### src/rtl/i2s_rx_sample_source.sv
// rtl/i2s_rx_sample_source.sv - I2S receiver front-end feeding a first-word-fall-through sample FIFO
//
// i2s_rx_fifo: first-word-fall-through sample queue
//   i_clk, i_rst_n   clock, asynchronous active-low reset
//   i_push, iv_din   write request and data
//   i_ready          consumer accepts the head entry this cycle
//   ov_dout, o_valid head entry, queue not empty
//   o_drop           pulse: a push was refused because the queue was full
//
// i2s_rx_sample_source: oversampled I2S deserialiser
//   i_clk, i_rst_n          system clock, asynchronous active-low reset
//   i_en                    capture enable
//   i_sclk/i_lrclk/i_sdata  asynchronous I2S inputs
//   i_ready, i_clr_err      consumer ready, clear sticky error flags
//   ov_dout, o_left         head sample and its channel tag (1 = left)
//   o_dout_valid            FIFO not empty
//   o_overflow, o_frame_err sticky error flags

module i2s_rx_fifo #(
  parameter int WIDTH = 25,
  parameter int DEPTH = 4
) (
  input  logic             i_clk,
  input  logic             i_rst_n,
  input  logic             i_push,
  input  logic [WIDTH-1:0] iv_din,
  input  logic             i_ready,
  output logic [WIDTH-1:0] ov_dout,
  output logic             o_valid,
  output logic             o_drop
);
  localparam int AW = $clog2(DEPTH);

  logic [WIDTH-1:0] mem [DEPTH];
  logic [AW-1:0]    wr_ptr;
  logic [AW-1:0]    rd_ptr;
  logic [AW:0]      count;
  logic             full;
  logic             pop;
  logic             wr_en;

  assign full    = (count == (AW+1)'(DEPTH));
  assign pop     = (count != '0) & i_ready;
  // A full queue still accepts a push when the head leaves in the same cycle.
  assign wr_en   = i_push & (~full | pop);
  assign o_drop  = i_push & full & ~pop;
  assign o_valid = (count != '0);
  assign ov_dout = mem[rd_ptr];

  always_ff @(posedge i_clk or negedge i_rst_n) begin
    if (!i_rst_n) begin
      for (int i = 0; i < DEPTH; i++) mem[i] <= '0;
      wr_ptr <= '0;
      rd_ptr <= '0;
      count  <= '0;
    end else begin
      if (wr_en) begin
        mem[wr_ptr] <= iv_din;
        wr_ptr      <= wr_ptr + AW'(1);
      end
      if (pop) rd_ptr <= rd_ptr + AW'(1);
      case ({wr_en, pop})
        2'b10:   count <= count + (AW+1)'(1);
        2'b01:   count <= count - (AW+1)'(1);
        default: count <= count;
      endcase
    end
  end
endmodule

module i2s_rx_sample_source #(
  parameter int DATA_WIDTH  = 24,
  parameter int CHANNEL_SEL = 0,
  parameter int FIFO_DEPTH  = 4
) (
  input  logic                         i_clk,
  input  logic                         i_rst_n,
  input  logic                         i_en,
  input  logic                         i_sclk,
  input  logic                         i_lrclk,
  input  logic                         i_sdata,
  input  logic                         i_ready,
  input  logic                         i_clr_err,
  output logic signed [DATA_WIDTH-1:0] ov_dout,
  output logic                         o_left,
  output logic                         o_dout_valid,
  output logic                         o_overflow,
  output logic                         o_frame_err
);
  localparam int             CW     = $clog2(DATA_WIDTH);
  localparam logic [CW-1:0]  LAST   = CW'(DATA_WIDTH - 1);
  localparam logic           SEL_LR = (CHANNEL_SEL == 1);

  typedef enum logic [1:0] {ST_HUNT, ST_SHIFT, ST_PAD} state_t;

  // sclk keeps a history stage for edge detection; lrclk/sdata are tapped at
  // the same sync2 depth so all three are sampled aligned at a rise.
  logic [2:0]            sclk_sr;
  logic [1:0]            lrclk_sr;
  logic [1:0]            sdata_sr;
  logic                  rise;
  logic                  lr;
  logic                  sd;
  logic                  lrclk_prev;
  logic                  primed;
  logic                  slot_start;

  state_t                state;
  logic [CW-1:0]         cnt;
  logic [DATA_WIDTH-1:0] shreg;
  logic                  chan_lr;
  logic                  done_lr;
  logic                  word_done;
  logic                  chan_ok;
  logic                  push;
  logic                  drop;
  logic [DATA_WIDTH:0]   head;

  assign rise = sclk_sr[1] & ~sclk_sr[2];
  assign lr   = lrclk_sr[1];
  assign sd   = sdata_sr[1];
  // primed suppresses a false slot start on the first rise after reset,
  // when lrclk_prev does not yet hold a real sample.
  assign slot_start = rise & primed & (lr != lrclk_prev);

  always_ff @(posedge i_clk or negedge i_rst_n) begin
    if (!i_rst_n) begin
      sclk_sr  <= '0;
      lrclk_sr <= '0;
      sdata_sr <= '0;
    end else begin
      sclk_sr  <= {sclk_sr[1:0], i_sclk};
      lrclk_sr <= {lrclk_sr[0], i_lrclk};
      sdata_sr <= {sdata_sr[0], i_sdata};
    end
  end

  always_ff @(posedge i_clk or negedge i_rst_n) begin
    if (!i_rst_n) begin
      state       <= ST_HUNT;
      cnt         <= '0;
      shreg       <= '0;
      chan_lr     <= 1'b0;
      done_lr     <= 1'b0;
      word_done   <= 1'b0;
      lrclk_prev  <= 1'b0;
      primed      <= 1'b0;
      o_frame_err <= 1'b0;
    end else begin
      word_done <= 1'b0;
      if (i_clr_err) o_frame_err <= 1'b0;
      if (rise) begin
        lrclk_prev <= lr;
        primed     <= 1'b1;
      end
      if (!i_en) begin
        state <= ST_HUNT;
      end else if (rise) begin
        case (state)
          ST_HUNT: begin
            if (slot_start) begin
              state   <= ST_SHIFT;
              cnt     <= '0;
              chan_lr <= lr;
            end
          end
          ST_SHIFT: begin
            if (slot_start && cnt != LAST) begin
              // Slot ended early: drop the partial word, start over on the new slot.
              o_frame_err <= 1'b1;
              cnt         <= '0;
              chan_lr     <= lr;
            end else begin
              shreg <= {shreg[DATA_WIDTH-2:0], sd};
              if (cnt == LAST) begin
                word_done <= 1'b1;
                done_lr   <= chan_lr;
                cnt       <= '0;
                // A slot exactly DATA_WIDTH long carries its LSB on the next
                // slot-start rise, so capture continues straight into it.
                if (slot_start) chan_lr <= lr;
                else            state   <= ST_PAD;
              end else begin
                cnt <= cnt + CW'(1);
              end
            end
          end
          ST_PAD: begin
            if (slot_start) begin
              state   <= ST_SHIFT;
              cnt     <= '0;
              chan_lr <= lr;
            end
          end
          default: state <= ST_HUNT;
        endcase
      end
    end
  end

  assign chan_ok = (CHANNEL_SEL == 2) || (done_lr == SEL_LR);
  assign push    = word_done & i_en & chan_ok;

  i2s_rx_fifo #(
    .WIDTH (DATA_WIDTH + 1),
    .DEPTH (FIFO_DEPTH)
  ) u_fifo (
    .i_clk   (i_clk),
    .i_rst_n (i_rst_n),
    .i_push  (push),
    .iv_din  ({~done_lr, shreg}),
    .i_ready (i_ready),
    .ov_dout (head),
    .o_valid (o_dout_valid),
    .o_drop  (drop)
  );

  assign ov_dout = head[DATA_WIDTH-1:0];
  assign o_left  = head[DATA_WIDTH];

  always_ff @(posedge i_clk or negedge i_rst_n) begin
    if (!i_rst_n)       o_overflow <= 1'b0;
    else if (drop)      o_overflow <= 1'b1;
    else if (i_clr_err) o_overflow <= 1'b0;
  end
endmodule

### config.mk
export PLATFORM = sky130hd
export DESIGN_NAME = i2s_rx_sample_source
export DESIGN_NICKNAME = d
export VERILOG_FILES = /design/src/rtl/i2s_rx_sample_source.sv
export SDC_FILE = /design/constraint.sdc
export NUM_CORES = 1
export LEC_CHECK = 0
export CAP_MARGIN = 10
export CORE_ASPECT_RATIO = 0.5
export CORE_MARGIN = 3
export CORE_UTILIZATION = 40
export DETAILED_ROUTE_END_ITERATION = 7
export GPL_TIMING_DRIVEN = 1
export PLACE_DENSITY = 0.59
export SLEW_MARGIN = 20
export SYNTH_ARGS = -nofsm -noshare
export SYNTH_HDL_FRONTEND = slang
export SYNTH_HIERARCHICAL = 1
export SYNTH_SLANG_ARGS = --single-unit
### constraint.sdc
create_clock -name i_clk -period 2.5 [get_ports i_clk]
set_input_delay 0.25 -clock i_clk [delete_from_list [all_inputs] [get_ports i_clk]]
set_output_delay 0.25 -clock i_clk [all_outputs]
set_load 0.01 [all_outputs]
==> impl_metrics.yaml, run 1 <==
floorplanning:
  initial_utilization: 0.4171
  core.rowCount: 32
  die_h_um: 96.58
  core_um2: 15740
  dieArea_um2: 18080
  pin_count: 36
  die_w_um: 187.2
placed_design:
  gp_congestion: 0.7380
  port_buffers: 35
  place_ws_ns: 0.1554
  dp_hpwl_um: 7073
timing:
  finalWorstSetupSlack_ns: 0.1834
  setup_viol: 0
  fmax_mhz: 431.7
  rsz0062_at_grt: "false"
  tns_ns: 0
  hold_viol: 0
  slew_headroom: 0.6467
  maxSlewViolCount: 0
  tightest_slew_ns: 0.5299
  whs_ns: 0.2735
  finalCritPeriodShare: 0.9266
  skew_ns: 0.01311
  finalCriticalPeriod_ns: 2.317
synth:
  ys_ff_latch: 152
  synthCells: 404
  synthDistinctLibCells: 46
  syn_area_per_cell_um2: 16.25
  yosysTopAreaCell: "dfrtp_1"
  synth_area_leaders: "dfrtp_1, mux2_2, mux4_2, buf_6, ha_1"
  synthFlopType: "dfrtp_1"
  yosys_warnings: 6
  yosysSeqAreaShare: 0.5795
  synth-edff-count: 0
  synth.top_cell.area_share: 0.5795
  synth-async-reset-ratio: 1.000
  synthesis.area_um2: 6564
  syn_nets: 419
worst_setup_path:
  arrival_ns: 2.07
  crit_fanout: 14
  crit_type: "reg2out"
  cp-end-kind: "output pin"
  start_kind: "flop"
  cp_data_required_time_ns: 2.25
global_route:
  overflow: 0
  antenna_found_initial: 0
  grt_pass1_wl_um: 19250
  grt_max_degree: 57
  grt_pass1_vias: 3584
  gr-usage-all-layers: 0.1385
final_layout:
  fin_nets: 473
  fin_util: 0.4997
  drive_gt1_frac: 0.4607
  n_antenna_cell: 0
  area_growth_pct: 19.79
clock_network:
  cts_buffers: 17
  path_clk_slew_ns: 0.06
  ctsResizeCount: 0
  clock-sinks: 152
  root_buffer: "clkbuf_16"
  cts_tree: "done"
  clock_path_buffers: 2
  htree_levels: 4
  clkLatencyLatePin_ns: 0.42
pwr:
  peakVddDrop_mv: 0.5194
  power_leakage_nw: 3.704
  total_power_mw: 5.929
  pwr_density_cell_nw_per_um2: 754.1
job:
  drv_cap: 0
detailed_routing:
  drc: 0
  drt-wirelength-per-cell_um: 16.92
  via_per_inst: 4.987
  drtAntennaViolNets: 0
  drtIter0Drc: 144
  dr.pass1.iters: 4
  dr_total_vias: 3451
  finalWirelength_um: 11710
worst_hold_path:
  hp-class: "in2reg"
outcome:
  run_status: "completed"
[logic make-up (layout without fill, tap and decap cells)]
group	count (synthesis)	after routing	synth area share
mux	155	155	0.3103
buf+inv	28	95	0.03031
simple gates	38	38	0.03603
xor+xnor	7	7	0.009341
compound gates	17	17	0.02002
fa+ha+maj	7	7	0.01449
flops	152	152	0.5795
[layout by cell type, fill, tap and decap left out, types with 3 or more instances in the layout]
cell type        instances
dfrtp_1                151
mux2_2                 126
clkdlybuf4s50_1         34
mux4_2                  25
clkbuf_16               17
buf_4                   10
inv_1                    9
nand2_1                  9
buf_12                   8
ha_1                     6
inv_6                    6
xor2_1                   4
nor2_2                   4
nor2_1                   3
and3_1                   3
mux2_4                   3
a21oi_1                  3
o21ai_0                  3
clkinv_4                 3
inv_8                    3
xnor2_1                  3
[cell type report]
cell class,count,area [um^2]
clock inverters,14,150.1
multi-input cells,224,2561
fillers,1346,7873
clock buffers,18,439.2
inverters,9,33.78
repair buffers,54,596.8
flip-flops and latches,152,3805
well taps,221,276.5
[routing by layer]
metal / vias up / global-route usage / part of all wire
met5: - / 0 / 0
met4: 0 / 0.04337 / 0.0089
met3: 11 / 0.03279 / 0.024
met1: 1818 / 0.1950 / 0.51
li1: 1586 / - / -
met2: 36 / 0.2156 / 0.45
[through the flow]
| stage | std cells | instance area [um^2] |
|---|---|---|
| floorplan | 404 | 6564 |
| global placement | 657 | 7248 |
| finish | 692 | 7863 |
| detailed placement | 657 | 7248 |
| CTS | 690 | 7848 |
| global route | 692 | 7863 |
[worst paths after layout]
path / end / slack (ns) / depth (start not counted) / startpoint
max in group asynchronous: shreg[14] / 1.39 / 3 / i_rst_n
worst min-delay path: sclk_sr[0] / 0.27 / 1 / i_sclk
worst min register to register: sdata_sr[1] / 0.34 / 0 / sdata_sr[0]
min in group asynchronous: u_fifo/mem[68] / 0.37 / 2 / i_rst_n
worst max register to register: u_fifo/count[2] / 0.42 / 8 / u_fifo/count[0]
worst max-delay path: ov_dout[10] / 0.18 / 3 / u_fifo/rd_ptr[0]
[Yosys cell counts (all sizes together), types with 2 or more instances]
cell / count
nor2: 7
o21ai: 4
a21oi: 4
clkbuf: 3
xor2: 4
nor4: 2
inv: 9
buf: 16
and3: 3
nand3: 3
nand2: 9
mux4: 25
and2: 3
xnor2: 3
nand4: 2
a32o: 2
dfrtp: 152
a31o: 2
mux2: 129
ha: 6
[where the power goes]
| part | internal (mW) | switching, mW | total (mW) | leakage [nW] |
|---|---|---|---|---|
| Clock | 1.44 | 1.10 | 2.55 | 0.289 |
| Sequential | 2.53 | 0.0768 | 2.60 | 2.09 |
| Combinational | 0.380 | 0.401 | 0.781 | 1.33 |
| Total | 4.35 | 1.58 | 5.93 | 3.70 |
[critical path, cell delays in order (launching register included)]
cell             delay [ns]
dfrtp_2                0.43
buf_12                 0.20
mux4_2                 0.52
clkdlybuf4s50_1        0.50
[flip-flops by register name, summed over array words and instances (netlist names), 2 cells and up]
name	flops
shreg	24
u_fifo/rd_ptr	2
sclk_sr	3
u_fifo/mem	100
u_fifo/count	3
lrclk_sr	2
state	2
cnt	5
sdata_sr	2
u_fifo/wr_ptr	2
[what timing repair did]
item / 4_1_cts / 5_1_grt
setup endpoints to repair: 0 / 14
hold buffers: 1 / 0
buffers inserted: 0 / 2
hold endpoints to repair: 53 / 0
No activity file was read; power rests on OpenSTA's default activity.
==> run 2: changes to the inputs <==
- CTS_CLUSTER_DIAMETER: default -> 100
- SLEW_MARGIN: 20 -> default
==> results of run 2 <==
The final DEF is identical to that of run 1; final timing and power are the same.
